File: src/rtl/sc_tx_arb_pkg.sv
// Shared types and helpers for the SCTxPort arbiter.
// The optional hold timeout in sc_tx_port_arb_n is enabled by SC_TX_ARB_HOLD_TIMEOUT_EN.
package sc_tx_arb_pkg;

    typedef enum logic [1:0] {
        ST_START = 2'd0,
        ST_IDLE  = 2'd1,
        ST_BUSY  = 2'd2
    } state_t;

    localparam int ARB_FIXED = 0;
    localparam int ARB_RR    = 1;
    localparam int MAX_REQ   = 8;

    function automatic logic [MAX_REQ-1:0] onehot(input int idx, input int n);
        onehot = '0;
        if (idx >= 0 && idx < n && idx < MAX_REQ) begin
            onehot = MAX_REQ'(1) << idx;
        end
    endfunction

endpackage

File: src/rtl/sc_arb_pick.sv
// Combinational winner search: first set req at or after start_ptr, modulo NUM_REQ.
module sc_arb_pick #(
    parameter int NUM_REQ = 3,
    parameter int PW      = $clog2(NUM_REQ)
) (
    input  logic [NUM_REQ-1:0] req,
    input  logic [PW-1:0]      start_ptr,
    output logic               valid,
    output logic [PW-1:0]      winner
);

    // Scan from the farthest offset down so the nearest set request is written last.
    always_comb begin
        int idx;
        idx    = 0;
        valid  = |req;
        winner = '0;
        for (int k = NUM_REQ - 1; k >= 0; k--) begin
            idx = int'(start_ptr) + k;
            if (idx >= NUM_REQ) idx = idx - NUM_REQ;
            if (req[idx]) winner = PW'(idx);
        end
    end

endmodule

File: src/rtl/sc_tx_port_arb_n.sv
// N-way arbiter and mux for the slave-controller TX port, fixed-priority or round-robin.
// Define SC_TX_ARB_HOLD_TIMEOUT_EN to add the grant-hold timeout and hold_err pulse.
module sc_tx_port_arb_n
    import sc_tx_arb_pkg::*;
#(
    parameter int NUM_REQ  = 3,
    parameter int DATA_W   = 8,
    parameter int ARB_MODE = ARB_FIXED,
    parameter int HOLD_MAX = 64
) (
    input  logic                      clk,
    input  logic                      rst,
    input  logic [NUM_REQ-1:0]        req,
    input  logic [NUM_REQ-1:0]        wen,
    input  logic [NUM_REQ*DATA_W-1:0] data,
    input  logic [NUM_REQ*DATA_W-1:0] cntl,
    output logic [NUM_REQ-1:0]        gnt,
    input  logic                      SCTxPortRdyIn,
    output logic                      SCTxPortRdyOut,
    output logic                      SCTxPortWEnable,
    output logic [DATA_W-1:0]         SCTxPortData,
    output logic [DATA_W-1:0]         SCTxPortCntl,
    output logic                      hold_err
);

    localparam int PW = $clog2(NUM_REQ);

    if (NUM_REQ < 2 || NUM_REQ > MAX_REQ || HOLD_MAX < 1) begin : g_bad_param
        $error("sc_tx_port_arb_n: parameter out of range");
    end

    state_t               state_q, state_d;
    logic [NUM_REQ-1:0]   gnt_q, gnt_d;
    logic [PW-1:0]        owner_q, owner_d;
    logic [PW-1:0]        rr_ptr_q, rr_ptr_d;
    logic                 hold_err_q, hold_err_d;
    logic                 grant_go;
    logic                 timeout;
    logic                 pick_valid;
    logic [PW-1:0]        pick_w;
    logic [PW-1:0]        start_ptr;
    logic [MAX_REQ-1:0]   oh_full;

    assign start_ptr = (ARB_MODE == ARB_RR) ? rr_ptr_q : '0;

    sc_arb_pick #(
        .NUM_REQ (NUM_REQ),
        .PW      (PW)
    ) u_pick (
        .req       (req),
        .start_ptr (start_ptr),
        .valid     (pick_valid),
        .winner    (pick_w)
    );

`ifdef SC_TX_ARB_HOLD_TIMEOUT_EN
    localparam int HCW = $clog2(HOLD_MAX + 1);
    logic [HCW-1:0] hold_cnt_q;

    always_ff @(posedge clk or negedge rst) begin
        if (!rst) begin
            hold_cnt_q <= '0;
        end else if (grant_go) begin
            hold_cnt_q <= '0;
        end else if (state_q == ST_BUSY && hold_cnt_q != HCW'(HOLD_MAX)) begin
            hold_cnt_q <= hold_cnt_q + 1'b1;
        end
    end

    // Fires on the last permitted busy cycle so the grant spans exactly HOLD_MAX cycles.
    assign timeout = (state_q == ST_BUSY) && (hold_cnt_q == HCW'(HOLD_MAX - 1));
`else
    assign timeout = 1'b0;
`endif

    always_ff @(posedge clk or negedge rst) begin
        if (!rst) begin
            state_q    <= ST_START;
            gnt_q      <= '0;
            owner_q    <= '0;
            rr_ptr_q   <= '0;
            hold_err_q <= 1'b0;
        end else begin
            state_q    <= state_d;
            gnt_q      <= gnt_d;
            owner_q    <= owner_d;
            rr_ptr_q   <= rr_ptr_d;
            hold_err_q <= hold_err_d;
        end
    end

    always_comb begin
        state_d    = state_q;
        gnt_d      = gnt_q;
        owner_d    = owner_q;
        rr_ptr_d   = rr_ptr_q;
        hold_err_d = 1'b0;
        grant_go   = 1'b0;
        oh_full    = onehot(int'(pick_w), NUM_REQ);
        unique case (state_q)
            ST_START: begin
                state_d = ST_IDLE;
            end
            ST_IDLE: begin
                if (pick_valid) begin
                    state_d  = ST_BUSY;
                    gnt_d    = oh_full[NUM_REQ-1:0];
                    owner_d  = pick_w;
                    grant_go = 1'b1;
                    if (ARB_MODE == ARB_RR) begin
                        rr_ptr_d = (pick_w == PW'(NUM_REQ - 1)) ? '0 : pick_w + 1'b1;
                    end
                end
            end
            ST_BUSY: begin
                if (!req[owner_q]) begin
                    state_d = ST_IDLE;
                    gnt_d   = '0;
                end else if (timeout) begin
                    state_d    = ST_IDLE;
                    gnt_d      = '0;
                    hold_err_d = 1'b1;
                end
            end
            default: begin
                state_d = ST_START;
                gnt_d   = '0;
            end
        endcase
    end

    assign gnt             = gnt_q;
    assign hold_err        = hold_err_q;
    assign SCTxPortRdyOut  = SCTxPortRdyIn;
    assign SCTxPortWEnable = wen[owner_q] & (state_q == ST_BUSY);
    assign SCTxPortData    = data[int'(owner_q)*DATA_W +: DATA_W];
    assign SCTxPortCntl    = cntl[int'(owner_q)*DATA_W +: DATA_W];

    a_gnt_onehot0: assert property (@(posedge clk) disable iff (!rst) $onehot0(gnt_q));

endmodule

File: config.mk
export PLATFORM = sky130hd
export DESIGN_NAME = sc_tx_port_arb_n
export DESIGN_NICKNAME = d
export VERILOG_FILES = /design/src/rtl/sc_tx_arb_pkg.sv /design/src/rtl/sc_arb_pick.sv /design/src/rtl/sc_tx_port_arb_n.sv
export SDC_FILE = /design/constraint.sdc
export NUM_CORES = 1
export LEC_CHECK = 0
export BUFFER_PORTS_ARGS = -buffer_cell sky130_fd_sc_hd__buf_2
export CORE_UTILIZATION = 38
export DETAILED_ROUTE_END_ITERATION = 12
export PLACE_DENSITY = 0.83
export SYNTH_ARGS = -nofsm -noshare
export SYNTH_HDL_FRONTEND = slang
export SYNTH_SLANG_ARGS = --single-unit
File: constraint.sdc
create_clock -name clk -period 3.2 [get_ports clk]
set_clock_uncertainty 0.05 [all_clocks]
set_input_delay 0.32 -clock clk [delete_from_list [all_inputs] [get_ports clk]]
set_output_delay 0.32 -clock clk [all_outputs]
set_load 0.05 [all_outputs]
After elaboration in Yosys (flattened, before gate mapping)
Cells that the tools add are included.

Eq/ne operators: 4. Shift operators: 3. Mux-type cells: 14. Reductions and logical operators: 5. Bitwise logic cells: 2. Order comparisons: 2.

Operators by type and width (count): indexed part select 24 x 6 -> 8 bit (2); 2-to-1 mux 2 bit (5); 2-to-1 mux 3 bit (3); case mux 3 bit (3 select lines) (1); case mux 2 bit (3 select lines) (1); binary-select mux 1 bit (select 2 bit) (2); inequality test 2 bit (second input constant) (2); AND reduction 2 bit (2); less-than comparator 2 x 3 -> 1 bit (second input constant) (1); AND reduction 3 bit (1); OR reduction 3 bit (1); left shift 1 x 2 -> 3 bit (first input constant) (1); equality test 2 x 1 -> 1 bit (second input constant) (1); equality test 2 bit (second input constant) (1); zero test 2 bit (1); less-than comparator 2 bit (second input constant) (1); 2-to-1 mux 1 bit (2); AND 1 bit (1); inverter 1 bit (1).

Input bits: 57. Output and inout port bits: 22. Register bits: 7.

Logic depth before layout (Yosys ltp)
Gate-level depths: netlist of the first run.

Word-level depth: 7. Depth in mapped cells: 5.

Modules after synthesis
Synthesis of the first run repeated with hierarchy kept, for this count alone.

Cells, all modules: 111. Area total of the unflattened synthesis: 892.1 µm².

By module, submodules not included: sc_tx_port_arb_n (cells each 91, instances 1, sequential area each 175.2 µm², area an instance 742.0 µm²); sc_arb_pick (cells each 20, instances 1, sequential area each 0.0 µm², area an instance 150.1 µm²).

Worst setup path after synthesis of the first run
No wires, ideal clock.

Path type: reg2out. Start point: register owner_q[1]. End point: output SCTxPortCntl[5]. Path buffers: 2. Data arrival time: 1897 ps. Stages on the path, launching flop included: 5. Setup slack: 933 ps. Data required time: 2830 ps. Path through: dfrtp_1 > buf_6 > buf_8 > mux2i_1 > o21ai_0.

Cells in the longest elaborated chain, start to end: 1.

Ends and longest elaborated chain: from (decl) (line sc_tx_port_arb_n.sv:34) `logic [PW-1:0] owner_q, owner_d;`; from (signal assigned) (line sc_tx_port_arb_n.sv:86) `owner_q <= owner_d;`; indexed part select 24 x 6 -> 8 bit (line sc_tx_port_arb_n.sv:137) `assign SCTxPortCntl = cntl[int'(owner_q)*DATA_W +: DATA_W];`; to (decl) (line sc_tx_port_arb_n.sv:22) `output logic [DATA_W-1:0] SCTxPortCntl,`.

No other way between the ends.

Worst setup path in the final report of the first run
Start point: register owner_q[0]. End point: output SCTxPortWEnable.

Cells in the longest elaborated chain, start to end: 3.

Ends and longest elaborated chain: binary-select mux 1 bit (select 2 bit) (line sc_tx_port_arb_n.sv:135) `assign SCTxPortWEnable = wen[owner_q] & (state_q == ST_BUSY);`; 2-to-1 mux 1 bit (not written as such) (line sc_tx_port_arb_n.sv:135); AND 1 bit (line sc_tx_port_arb_n.sv:135); to (decl) (line sc_tx_port_arb_n.sv:20) `output logic SCTxPortWEnable,`.

No other way between the ends. The select of a mux whose other input is x is not followed.

==> flow_metrics.env, run 1 <==
export IMPL_dp_slack_ps=1190
export IMPL_synth_seq_cells=7
export IMPL_crit_arrival_ps=1910
export IMPL_fill_cells=182
export IMPL_path_buf_inv=2
export IMPL_numClockSinks=7
export IMPL_worst_pin_slew_ps=651
export IMPL_cp_max_fo=23
export IMPL_min_period_ps=2280
export IMPL_synth_area_um2=798
export IMPL_clock_latency_ps=260
export IMPL_overflow=0
export IMPL_via_count=1022
export IMPL_period_share_pct=71.3
export IMPL_synth_area_leaders="mux2i_1, dfrtp_1, nand2_1"
export IMPL_nets=230
export IMPL_rows=16
export IMPL_syn_num_nets=157
export IMPL_wl_per_cell_um=12.4
export IMPL_clk_pin_slew_worst_paths_ps=60
export IMPL_io_pins=79
export IMPL_grt_max_degree=24
export IMPL_multiInputGateArea_um2=548
export IMPL_timing_fmax_mhz=438
export IMPL_dieArea_um2=2290
export IMPL_grtUsageTotal_pct=20.6
export IMPL_drv_cap=0
export IMPL_synth_distinct_cells=34
export IMPL_crit_chain="nor2b_1 > buf_4 > nand2_1 > a21oi_2 > buf_2"
export IMPL_grt_pass1_wl_mm=3.19
export IMPL_synth_top_cell_by_area="mux2i_1"
export IMPL_setup_violations_final=0
export IMPL_die_height_um=47.8
export IMPL_dr_pass1_iters=4
export IMPL_synth_top_area_share_pct=22.6
export IMPL_cellLeakagePower_nw=0.629
export IMPL_crit_required_ps=2830
export IMPL_root_buffer="clkbuf_4"
export IMPL_postRouteAntennaNets=0
export IMPL_antenna_found_initial=0
export IMPL_numCtsBuffers=3
export IMPL_die_w_um=47.8
export IMPL_vdd_drop_max_mv=0.668
export IMPL_core_area_um2=1960
export IMPL_hold_violations=0
export IMPL_rsz0062_at_grt="no"
export IMPL_cts_tree="yes"
export IMPL_first_iter_violations=12
export IMPL_antennaDiodeCount=0
export IMPL_grt_pass1_vias=783
export IMPL_area_delta_synth_final_pct=48.9
export IMPL_ys_seq_area_share_pct=21.9
export IMPL_hp_class="input port to flip-flop"
export IMPL_worstSetupPathType="flip-flop to output port"
export IMPL_cp_end_kind="output port"
export IMPL_remaining_drc_errors=0
export IMPL_globalplace_congestion=0.773
export IMPL_routed_wl_mm=2.46
export IMPL_vias_per_cell=5.14
export IMPL_setup_ws_ps=917
export IMPL_cts_path_max_buffers=2
export IMPL_status="finished clean"
export IMPL_h_tree_depth=1
export IMPL_crit_slowest_cell="dfrtp_1"
export IMPL_powerDensity_nw_per_um2=1140
export IMPL_ys_warn_count=0
export IMPL_drive_gt1_share_pct=48.8
export IMPL_start_util_pct=40.7
export IMPL_post_cts_setup_buffers=0
export IMPL_slowest_delay_ps=760
export IMPL_seq_area_um2=175
export IMPL_fin_tns_setup_ps=0
export IMPL_cp_top_family="flip-flops"
export IMPL_synthCells=100
export IMPL_io_buffers=75
export IMPL_final_max_slew_viol_count=0
export IMPL_start_kind="flip-flop"
export IMPL_dp_hpwl_mm=1.93
export IMPL_maxSlewHeadroom_pct=56.6
export IMPL_avgSynthCellArea_um2=7.98
## timing repair
item | CTS | global route
hold buffers | 1 | 0
resized for setup | 0 | 0
setup endpoints to repair | 0 | 0
endpoints found under the hold margin | 7 | 0
## metal layers
metal | vias up | GRT usage, % | share of wire, %
met5 | - | 0 | 0
met4 | 0 | 12.2 | 1.7
met3 | 6 | 4.15 | 5.9
met2 | 47 | 39.2 | 54
met1 | 458 | 20.3 | 38
li1 | 511 | - | -
## per-stage QoR
step | utilization, % | std cells | area [um2] | total power, mW | hold slack [ps]
after floorplan | - | 100 | 798 | 1.08 | -25.6
after CTS | 60.6 | 199 | 1190 | 1.36 | 355
after global routing | 60.6 | 199 | 1190 | 1.45 | 368
after detailed placement | 58.7 | 194 | 1150 | 1.27 | 117
final | 60.6 | 199 | 1190 | 1.35 | 360
after global placement | 58.7 | 194 | 1150 | 1.25 | 108
## layout by cell type (no fill, tap or decap), types with 2 or more instances in the layout
master / instances
a21oi_1: 4
a22o_1: 2
buf_2: 75
buf_4: 2
clkbuf_4: 3
dfrtp_1: 7
mux2i_1: 18
nand2_1: 18
nand2b_1: 2
o21ai_0: 13
o21ai_1: 5
## cell usage after synthesis, drive strengths merged
| library cell | instances |
|---|---|
| nor2 | 1 |
| nor2b | 1 |
| mux2i | 18 |
| nand2b | 2 |
| nand2 | 18 |
| o2bb2ai | 1 |
| inv | 1 |
| a21o | 1 |
| a22oi | 1 |
| a22o | 2 |
| o21ai | 18 |
| dfrtp | 7 |
| conb | 1 |
| or2 | 2 |
| nand4b | 1 |
| buf | 8 |
| clkbuf | 2 |
| a211o | 1 |
| nor3b | 1 |
| a211oi | 1 |
| a21oi | 5 |
| nand4bb | 1 |
| or3 | 1 |
| and2b | 1 |
| nand3 | 1 |
| o31ai | 2 |
| a32o | 1 |
## report_power, final
| part | switching, mW | internal, mW | leakage, nW |
|---|---|---|---|
| clock network | 0.0373 | 0.0459 | 0.0177 |
| logic | 0.737 | 0.308 | 0.522 |
| registers | 0.0972 | 0.128 | 0.0884 |
## path summary, 6_finish.rpt
check	startpoint	slack (ps)	endpoint	depth (start not counted)
worst max-delay path	owner_q[0]	920	SCTxPortWEnable	5
worst min-delay path	req[1]	360	owner_q[0]	2
worst max register to register	owner_q[0]	1690	gnt[1]	3
worst min register to register	gnt[0]	470	gnt[0]	1
max in group asynchronous	rst	2530	owner_q[1]	2
min in group asynchronous	rst	410	gnt[1]	2
## sequential cells by signal, indices dropped and copies added (netlist names)
register,flops
state_q,2
gnt,3
owner_q,2
## area by class of cell
cell class,count,share of cell area [%]
Timing Repair Buffer,78,33.7
Tap cell,27,2.84
Multi-Input combinational cell,82,46.1
Inverter,1,0.316
Sequential cell,7,14.7
Clock inverter,1,0.421
Clock buffer,3,1.89
## cells by family (layout without fill, tap and decap cells)
logic type | after synthesis | after routing | share of synthesized area [%]
other | 1 | 1 | 0.470
and+or+nand+nor | 30 | 30 | 18.7
muxes | 18 | 18 | 22.6
DFF | 7 | 7 | 21.9
AOI/OAI and AO/OA | 33 | 33 | 27.0
buffers and inverters | 11 | 83 | 9.40
(Power assumes the default switching activity.)
==> run 2, diff against run 1 <==
--- a/config.mk
+++ b/config.mk
@@ -5,10 +5,11 @@
 export SDC_FILE = /design/constraint.sdc
 export NUM_CORES = 1
 export LEC_CHECK = 0
+export ABC_AREA = 1
 export BUFFER_PORTS_ARGS = -buffer_cell sky130_fd_sc_hd__buf_2
-export CORE_UTILIZATION = 38
+export CORE_UTILIZATION = 30
 export DETAILED_ROUTE_END_ITERATION = 12
-export PLACE_DENSITY = 0.83
+export PLACE_DENSITY = 0.74
 export SYNTH_ARGS = -nofsm -noshare
 export SYNTH_HDL_FRONTEND = slang
 export SYNTH_SLANG_ARGS = --single-unit
==> constraint.sdc (replaced) <==
create_clock -name clk -period 1.8 [get_ports clk]
set_clock_uncertainty 0.05 [all_clocks]
set_input_delay 0.18 -clock clk [delete_from_list [all_inputs] [get_ports clk]]
set_output_delay 0.18 -clock clk [all_outputs]
set_load 0.05 [all_outputs]
==> flow_metrics.env, run 2 <==
export IMPL_status="finished clean"
export IMPL_avgSynthCellArea_um2=6.02
export IMPL_rsz0062_at_grt="no"
export IMPL_start_util_pct=32.1
export IMPL_via_count=1009
export IMPL_nets=255
export IMPL_syn_num_nets=175
export IMPL_antenna_found_initial=0
export IMPL_io_pins=79
export IMPL_cp_top_family="buffers and inverters"
export IMPL_grt_max_degree=20
export IMPL_synth_top_area_share_pct=24.6
export IMPL_cp_max_fo=19
export IMPL_globalplace_congestion=0.828
export IMPL_synth_most_common_cell="o21ai_0"
export IMPL_die_height_um=50.7
export IMPL_r2r_setup_slack_ps=340
export IMPL_drive_gt1_share_pct=48.2
export IMPL_fin_area_um2=1190
export IMPL_numCtsBuffers=3
export IMPL_synthCells=118
export IMPL_final_cell_mix="buf_2, nand2_1, nor2_1"
export IMPL_final_max_slew_viol_count=0
export IMPL_antennaDiodeCount=0
export IMPL_finalPower_mw=2.42
export IMPL_synth_distinct_cells=19
export IMPL_cts_path_max_buffers=2
export IMPL_grt_pass1_wl_mm=3.77
export IMPL_combPwrFrac_pct=82.5
export IMPL_crit_arrival_ps=1440
export IMPL_p_int_mw=0.884
export IMPL_worstSetupPathType="flip-flop to output port"
export IMPL_synth_commonest_cells="o21ai_0, nand2_1, nor2_1"
export IMPL_place_area_um2=1090
export IMPL_root_buffer="clkbuf_4"
export IMPL_clock_latency_ps=250
export IMPL_clk_pin_slew_worst_paths_ps=50
export IMPL_crit_slowest_cell="dfrtp_1"
export IMPL_rows=17
export IMPL_die_w_um=50.7
export IMPL_p_clk_share_pct=5.9
export IMPL_hp_start="req[0]"
export IMPL_synth_area_leaders="dfrtp_1, o21ai_0, nand2_1"
export IMPL_remaining_drc_errors=0
export IMPL_postRouteAntennaNets=0
export IMPL_area_delta_synth_final_pct=67.8
export IMPL_timing_fmax_mhz=599
export IMPL_first_iter_violations=29
export IMPL_hp_class="input port to flip-flop"
export IMPL_cts_tree="yes"
export IMPL_crit_chain="inv_4 > nor2_8 > buf_4 > nand2_1 > o21ai_1 > buf_4"
export IMPL_cp_depth=6
export IMPL_final_cell_count_no_fill=225
export IMPL_place_inst=216
export IMPL_overflow=0
export IMPL_r2r_start="owner_q[1]"
export IMPL_final_common_cell="buf_2"
export IMPL_h_tree_depth=1
export IMPL_cp_end_kind="output port"
export IMPL_io_buffers=75
export IMPL_path_buf_inv=3
export IMPL_crit_required_ps=1570
export IMPL_startpoint="owner_q[1]"
export IMPL_hold_violations=0
export IMPL_min_period_ps=1670
export IMPL_fin_tns_setup_ps=0
export IMPL_core_area_um2=2210
export IMPL_final_core_util_pct=53.9
export IMPL_powerDensity_nw_per_um2=2030
export IMPL_dieArea_um2=2570
export IMPL_vias_per_cell=4.48
export IMPL_cellLeakagePower_nw=0.657
export IMPL_synth_ff_type="dfrtp_1"
export IMPL_dp_hpwl_mm=1.80
export IMPL_setup_violations_final=0
export IMPL_pwr_share_seq_pct=11.6
export IMPL_cp_common_cell="buf_4"
export IMPL_largest_register_ffs=3
export IMPL_async_reset_ff_share_pct=100
export IMPL_worstRegToRegCells=10
export IMPL_netSwitchingFraction_pct=63.5
export IMPL_vdd_drop_max_mv=1.48
export IMPL_drv_cap=0
export IMPL_period_share_pct=92.7
export IMPL_grtUsageTotal_pct=19.0
export IMPL_wl_per_cell_um=10.5
export IMPL_ys_warn_count=0
export IMPL_synth_edff_count=0
export IMPL_synth_top_cell_by_area="dfrtp_1"
export IMPL_net_switching_power_mw=1.54
export IMPL_numClockSinks=7
export IMPL_routed_wl_mm=2.37
export IMPL_fill_cells=244
export IMPL_synth_seq_cells=7
export IMPL_slowest_delay_ps=380
export IMPL_hold_depth=3
export IMPL_grt_pass1_vias=932
export IMPL_dr_pass1_iters=4
export IMPL_ys_seq_area_share_pct=24.6
export IMPL_synth_area_um2=711
export IMPL_start_kind="flip-flop"
## run 2: cell types whose count changed after synthesis, sizes merged, moves of 5 or more
cell / previous run / this run
nor2: 1 / 23
o21ai: 18 / 38
mux2i: 18 / 0
nand2: 18 / 31
inv: 1 / 7
a21oi: 5 / 0
## run 2: final cells by class
cell class	instances	area, um2	share of cell area [%]
timing repair buffer	82	469	39.3
sequential	7	176	14.8
tap	28	35.0	2.94
inverter	7	31.3	2.62
clock buffer	4	26.3	2.20
multi-input combinational	97	454	38.1
## run 2: kinds of logic after synthesis
kind of cell,synth area share [%]
and+or+nand+nor,35.6
AOI/OAI and AO/OA,27.8
buffers and inverters,11.4
DFF,24.6
other,0.528
## run 2: per-stage QoR
stage          hold slack [ps]  worst slack (ps)
4_1_cts                    111              52.9
5_1_grt                    104              5.19
3_5_place_dp             -28.6               270
2_1_floorplan             -166              68.0
3_3_place_gp             -29.6               293
6_report                   122               131
## run 2: what timing repair did
action                                  in CTS  in global routing
setup buffers                                0                  4
gates resized for setup                      1                 20
endpoints found under the hold margin        7                  0
endpoints found under the setup margin       1                  1
hold buffers                                 1                  0
pin swaps                                    0                  1
## run 2: worst reg2reg max path, delay by kind of cell (launching register included)
family,cells,cell delay (ps)
buffers and inverters,3,490
and+or+nand+nor,7,420
DFF,1,400
## run 2: final timing paths
kind | end
max | SCTxPortData[2]
min | gnt[0]
max reg2reg | gnt[2]
min reg2reg | gnt[2]
max in group asynchronous | owner_q[0]
min in group asynchronous | gnt[0]
## run 2: power groups by stage
stage	Clock (mW)	Combinational [mW]	Sequential, mW
detailed placement	0	1.84	0.281
global placement	0	1.84	0.279
floorplan	0	1.42	0.337
finish	0.143	2.00	0.281
global route	0.163	2.15	0.291
CTS	0.152	1.85	0.281
## run 2: per-layer routing
metal  share of wire, %  track usage, %
met4               0.17            6.94
met1                 42            21.5
met3                5.7            1.82
met5                  0               0
met2                 52            36.2
